`config.mk`:
```
export PLATFORM = sky130hd
export DESIGN_NAME = ccff_chain_loader
export DESIGN_NICKNAME = d
export VERILOG_FILES = /design/src/rtl/ccff_loader_pkg.sv /design/src/rtl/ccff_word_serializer.sv /design/src/rtl/ccff_chain_loader.sv
export SDC_FILE = /design/constraint.sdc
export NUM_CORES = 1
export LEC_CHECK = 0
export CORE_ASPECT_RATIO = 1.1
export CORE_MARGIN = 4
export CORE_UTILIZATION = 40
export CTS_CLUSTER_DIAMETER = 150
export DETAILED_ROUTE_END_ITERATION = 8
export DONT_BUFFER_PORTS = 1
export GPL_TIMING_DRIVEN = 0
export MAX_ROUTING_LAYER = met4
export REMOVE_ABC_BUFFERS = 1
export SKIP_LAST_GASP = 1
export SLEW_MARGIN = 20
export SYNTH_ARGS = -nofsm -noshare
export SYNTH_HDL_FRONTEND = slang
export SYNTH_HIERARCHICAL = 1
export SYNTH_SLANG_ARGS = --single-unit
```
`constraint.sdc`:
```
create_clock -name prog_clk -period 5.2 [get_ports prog_clk]
set_input_delay 1.56 -clock prog_clk [delete_from_list [all_inputs] [get_ports prog_clk]]
set_output_delay 1.56 -clock prog_clk [all_outputs]
set_load 0.02 [all_outputs]
```
`src/rtl/ccff_loader_pkg.sv`:
```
// Shared types and default sizing for the ccff chain loader.
package ccff_loader_pkg;

  typedef enum logic [1:0] {
    StIdle,
    StLoad,
    StShift
  } state_e;

  localparam int unsigned DefaultChainLen = 64;
  localparam int unsigned DefaultWordW    = 8;

endpackage

```
`src/rtl/ccff_word_serializer.sv`:
```
// Holds one bitstream word and emits it MSB first; flags the last bit of the word.
module ccff_word_serializer
  import ccff_loader_pkg::*;
#(
  parameter int unsigned WORD_W = DefaultWordW
) (
  input  logic              prog_clk,
  input  logic              reset,
  input  logic              load,
  input  logic [WORD_W-1:0] load_data,
  input  logic              shift,
  input  logic              clear,
  output logic              msb,
  output logic              last_bit
);

  localparam int unsigned BitW = (WORD_W > 1) ? $clog2(WORD_W) : 1;
  localparam logic [BitW-1:0] LastBit = BitW'(WORD_W - 1);

  logic [WORD_W-1:0] word_q;
  logic [BitW-1:0]   bit_q;

  always_ff @(posedge prog_clk) begin
    if (!reset || clear) begin
      word_q <= '0;
      bit_q  <= '0;
    end else if (load) begin
      word_q <= load_data;
      bit_q  <= '0;
    end else if (shift) begin
      word_q <= word_q << 1;
      bit_q  <= bit_q + 1'b1;
    end
  end

  assign msb      = word_q[WORD_W-1];
  assign last_bit = (bit_q == LastBit);

endmodule

```
`src/rtl/ccff_chain_loader.sv`:
```
// Streams bitstream words into a ccff chain (load) or checks the chain tail against them (verify).
// Optional CCFF_LOADER_MISMATCH_CNT_EN adds a saturating per-pass mismatch counter output.
module ccff_chain_loader
  import ccff_loader_pkg::*;
#(
  parameter int unsigned CHAIN_LEN = DefaultChainLen,
  parameter int unsigned WORD_W    = DefaultWordW
) (
  input  logic              prog_clk,
  input  logic              reset,
  input  logic              cfg_start,
  input  logic              cfg_verify,
  input  logic              cfg_abort,
  input  logic [WORD_W-1:0] s_data,
  input  logic              s_valid,
  output logic              s_ready,
  output logic              ccff_head,
  output logic              ccff_shift,
  input  logic              ccff_tail,
  output logic              busy,
  output logic              done,
  output logic              err
`ifdef CCFF_LOADER_MISMATCH_CNT_EN
  ,
  output logic [7:0]        mismatch_cnt
`endif
);

  localparam int unsigned CntW = $clog2(CHAIN_LEN + 1);
  localparam logic [CntW-1:0] LastCnt = CntW'(CHAIN_LEN - 1);

  state_e          state_q, state_d;
  logic [CntW-1:0] total_q, total_d;
  logic            verify_q, verify_d;
  logic            err_q, err_d;
  logic            ser_load, ser_shift, ser_clear, ser_msb, ser_last;
  logic            mismatch;

  ccff_word_serializer #(
    .WORD_W(WORD_W)
  ) u_serializer (
    .prog_clk (prog_clk),
    .reset    (reset),
    .load     (ser_load),
    .load_data(s_data),
    .shift    (ser_shift),
    .clear    (ser_clear),
    .msb      (ser_msb),
    .last_bit (ser_last)
  );

  always_comb begin
    state_d    = state_q;
    total_d    = total_q;
    verify_d   = verify_q;
    err_d      = err_q;
    s_ready    = 1'b0;
    ccff_shift = 1'b0;
    ccff_head  = 1'b0;
    done       = 1'b0;
    ser_load   = 1'b0;
    ser_shift  = 1'b0;
    ser_clear  = 1'b0;
    mismatch   = 1'b0;

    unique case (state_q)
      StIdle: begin
        if (cfg_start) begin
          state_d  = StLoad;
          verify_d = cfg_verify;
          err_d    = 1'b0;
          total_d  = '0;
        end
      end

      StLoad: begin
        // Abort wins over a same-cycle handshake, so ready is withheld.
        if (cfg_abort) begin
          state_d   = StIdle;
          total_d   = '0;
          ser_clear = 1'b1;
        end else begin
          s_ready = 1'b1;
          if (s_valid) begin
            ser_load = 1'b1;
            state_d  = StShift;
          end
        end
      end

      StShift: begin
        if (cfg_abort) begin
          state_d   = StIdle;
          total_d   = '0;
          ser_clear = 1'b1;
        end else begin
          ccff_shift = 1'b1;
          ccff_head  = ser_msb;
          ser_shift  = 1'b1;
          total_d    = total_q + 1'b1;
          mismatch   = verify_q && (ccff_tail != ser_msb);
          if (mismatch) err_d = 1'b1;
          // Chain length ends the pass even mid-word; leftover low bits are dropped.
          if (total_q == LastCnt) begin
            state_d = StIdle;
            done    = 1'b1;
            total_d = '0;
          end else if (ser_last) begin
            state_d = StLoad;
          end
        end
      end

      default: state_d = StIdle;
    endcase
  end

  always_ff @(posedge prog_clk) begin
    if (!reset) begin
      state_q  <= StIdle;
      total_q  <= '0;
      verify_q <= 1'b0;
      err_q    <= 1'b0;
    end else begin
      state_q  <= state_d;
      total_q  <= total_d;
      verify_q <= verify_d;
      err_q    <= err_d;
    end
  end

  assign busy = (state_q != StIdle);
  assign err  = err_q;

`ifdef CCFF_LOADER_MISMATCH_CNT_EN
  logic [7:0] mm_q;

  always_ff @(posedge prog_clk) begin
    if (!reset) begin
      mm_q <= '0;
    end else if (state_q == StIdle && cfg_start) begin
      mm_q <= '0;
    end else if (mismatch && mm_q != 8'hFF) begin
      mm_q <= mm_q + 1'b1;
    end
  end

  assign mismatch_cnt = mm_q;
`endif

endmodule

```
# == Word level (Yosys, flattened, before mapping) ==
# Cells that the tools add are included.
# totals
register_bits,22
# op_classes
n_addsub,2
n_eq_ne,11
muxes,31
reduce_logical,14
# op_table
operator,n
$mux W7,4
$pmux W7 S3,1
$mux W1,16
$mux W8,2
$mux W2,6
$ne A2 B2 Y1 const B,4
$add A7 B1 Y7 const B,1
$eq A7 B6 Y1 const B,1
$pmux W2 S3,1
$reduce_and A3 Y1,2
$reduce_bool A2 Y1,3
$ne A4 B4 Y1 const B,1
$reduce_and A4 Y1,1
$reduce_or A2 Y1,2
$add A3 B1 Y3 const B,1
$eq A3 B3 Y1 const B,1
$ne A3 B3 Y1 const B,1
$reduce_bool A3 Y1,1
$eq A2 B1 Y1 const B,1
$eq A2 B2 Y1 const B,1
$logic_not A2 Y1,1
$pmux W1 S2,1
$reduce_and A2 Y1,1
$logic_and A1 B1 Y1,1
other kinds (3),3

# == Depth between registers and ports, before layout ==
# Gate-level depths: netlist of run 1.
# depth
ltp_word,5
ltp_mapped,8
mapped_depth_nobuf,7

# == Cells and area by module ==
# The synthesis of run 1 kept the hierarchy.
# modules_own_cells
module,instances,cells_each,area_per_inst_um2,seq_area_each_um2
ccff_chain_loader,1,79,653.1,220.2
ccff_word_serializer,1,48,503.0,220.2

# == Worst setup path after synthesis of run 1 ==
# No wires, ideal clock.
# synth_path
path_kind,input -> output
from,in cfg_abort
to,out done
arrival_ns,2.465
t_required_ns,3.640
path_slack_ns,1.175
stages,2
n_path_buf,0
cell_sequence,nand2b_1 -> nor4_1
# synth_between
elab_chain_len,2
# synth_rtl
item,line_no,rtl
"start, declared",ccff_chain_loader.sv:13,"input logic cfg_abort,"
$mux W1,ccff_chain_loader.sv:92,if (cfg_abort) begin
$mux W1,ccff_chain_loader.sv:66,unique case (state_q)
"end, declared",ccff_chain_loader.sv:21,"output logic done,"
# Every way passes these cells.

# == Worst setup path in the final report of run 1 ==
# Same ends and word-level chain as after synthesis.

==> run metrics, run 1 <==
run status=finished, final reports clean; #FFs+latches synth=22; slowest stage delay, CP=0.81 ns; width of the die=59.3 um; Detailed Route WL=about 2000 um; global-route wire length before repair=3480 um; Cell Area, Synth=1160 um2; maximum vdd ir drop=0.146 mV; number of maximum-capacitance violations=0; Tot GR Track Use=0.120; Worst EP required=about 3.6 ns; number of clock sinks=22; Hold Buf Count CTS=0; utilization after layout=0.433; Row Count=20; placer's final routability congestion estimate=0.788; Yosys warning total=6; area added between synthesis and finish=4.00%; min cycle time layout=4.12 ns; largest net degree at the start of global routing=17; Max clock buf depth=2; total negative setup slack=0 ns; clock tree from TritonCTS=built; DRC=0; Critical Path AT=2.56 ns; count of cells resized by post-cts repair=0; total power divided by cell area=310 nW/um2; effective utilization at floorplan=0.416; post-route cell area=approximately 1200 um2; Setup crit end kind=primary output; critical setup path kind=in -> out; first-pass iteration count of the detailed router=4; number of instances in the placed design=154; static leakage power=around 0.00042 uW; initial antenna violation count=0; Final Hold Violating Endpoints=0; RR Startpoint=state_q[1]; core area=between 2000 and 3000 um2; dominant delay contributor by cell family on the critical path=simple AND/OR/NAND/NOR gates; critical-path cell list=nand2b_1 -> nor4_1; startpoint of the worst setup timing path=cfg_abort; clk_skew=0.00183 ns; share of cells above drive strength 1=0.0480; die outline area=3820 um2; post-route non-filler standard cell count=about 160; critical path peak fanout=4; relative slew slack=0.319; depth of the CTS H-tree=1; setup repair after global routing missed its margin=false; Final HPWL DP=1480 um; number of top-level pins=21; proportion of synthesized chip area in sequential cells=0.381; Vias/cell=~5.2; maximum frequency from static timing analysis=242 MHz; total setup violations reported at the end of the flow=0; worst min path class=reg -> reg; Root Driver=sky130_fd_sc_hd__clkbuf_4; count of buffers inserted at the top-level ports=0; number of fill cells in the layout=a little under 300; type of element launching the critical path=primary input; 1st-iter DRT viols=54; DR vias=about 830; Vert. Die Dim=64.4 um; number of distinct library cells after synthesis=29; placed instance area=1170 um2; ratio of final minimum period to clock period=0.793; slowest cell on the critical path=sky130_fd_sc_hd__nor4_1; worst hold margin=0.463 ns; final-report max-slew violation count=0; Cells after Synth=~130; post-CTS setup-driven buffer insertion count=0; synthesized area per cell=slightly above 9 um2; clock latency on the worst-skew pair=0.31 ns; average routed wire per standard cell=12.7 um; Final Net Count=149; antenna violation net count after detailed routing=0; Reg clk slew, reported paths=between 0.1 and 0.15 ns; leftover overflow at the end of global routing=0; beginning of the worst hold path=total_q[6]; number of inserted diodes=0; number of global-route vias before repair=839; TritonCTS Buffers=3; transition at the pin with the smallest max-transition slack=1.02 ns; buffer and inverter count on the worst path=0
==> synthesized netlist by cell type, drive strengths merged <==
cell type,instances,area share
ha,8,0.087
a211oi,7,0.045
xnor2,6,0.045
nor4b,1,0.0076
clkbuf,4,0.013
and2,3,0.016
a221o,1,0.0087
nor2,5,0.016
or3b,1,0.0076
nand4b,1,0.0076
nand3,3,0.013
inv,7,0.023
nor4,3,0.016
nand2b,2,0.011
dfxtp,22,0.38
o31a,1,0.0076
o21ai,4,0.017
a21boi,3,0.019
buf,2,0.014
nor3,6,0.030
nor2b,11,0.060
a21oi,2,0.0087
or3,1,0.0054
nand2,11,0.036
mux2i,12,0.10
==> metal layers <==
metal | global-route usage | wire length (um) | vias up
met5 | - | 0 | -
met4 | 0.0510 | 11 | 0
met3 | 0.0303 | 106 | 2
met2 | 0.195 | 1000 | 20
met1 | 0.137 | 887 | 377
li1 | - | - | 430
==> final timing paths <==
kind	slack, ns	depth (start not counted)	endpoint
worst min register to register	0.46	2	total_q[6]
worst min-delay path	0.46	2	total_q[6]
worst max-delay path	1.08	2	done
worst max register to register	2.81	6	u_serializer/word_q[4]
==> cell type report <==
class                      count  area (um2)  area share
clock buffer                   4        36.3      0.0302
inverter                       7        26.3      0.0219
multi-input combinational     92         658       0.547
sequential                    22         440       0.366
tap                           33        41.3      0.0343
==> report_power, final <==
group	internal, uW	leakage, uW	switching (uW)	total, uW
clock	42.7	0.0000210	52.6	95.4
combinational	33.0	0.000225	54.8	87.9
sequential	180	0.000178	8.96	189
total	256	0.000424	116	372
==> flip-flops by register name, indices dropped and copies added (netlist names) <==
name and flops:
state_q 2, total_q 7, err 1, verify_q 1
u_serializer/word_q 8, u_serializer/bit_q 3
==> cell families after synthesis <==
| kind of cell | share of synthesized area |
|---|---|
| buf+inv | 0.0498 |
| xor+xnor | 0.0455 |
| fa+ha+maj | 0.0866 |
| compound gates | 0.107 |
| flops | 0.381 |
| mux | 0.104 |
| simple gates | 0.226 |
==> placed cells by master (no fill, tap or decap), drive strengths merged <==
cell type,n
nand4b,1
o31a,1
a21boi,3
nand2,11
a211oi,7
nor2b,11
a21oi,2
dfxtp,22
nor4,3
mux2i,12
or3b,1
nor4b,1
o21ai,4
a221o,1
xnor2,6
or3,1
nand3,3
inv,7
and2,3
nand2b,2
nor2,5
ha,8
nor3,6
clkbuf,4
==> stage by stage <==
stage	power [uW]	setup WS, ns
global route	400	1.03
CTS	378	1.06
detailed placement	282	1.06
floorplan	265	1.17
finish	372	1.08
global placement	281	1.07
No activity file was read; power rests on OpenSTA's default activity.
==> run 2, diff against run 1 <==
==> constraint.sdc (replaced) <==
create_clock -name prog_clk -period 4.3 [get_ports prog_clk]
set_input_delay 1.29 -clock prog_clk [delete_from_list [all_inputs] [get_ports prog_clk]]
set_output_delay 1.29 -clock prog_clk [all_outputs]
set_load 0.02 [all_outputs]
==> results of run 2 <==
Same layout as run 1 (identical final DEF). Status: finished, final reports clean.
Among the figures that moved: setup slack after placement 1.06 ns -> 0.701 ns; setup slack after layout 1.08 ns -> 0.715 ns; register-to-register setup slack 2.81 ns -> 1.91 ns; total power 372 uW -> 450 uW; worst IR drop on VDD 0.146 mV -> 0.176 mV
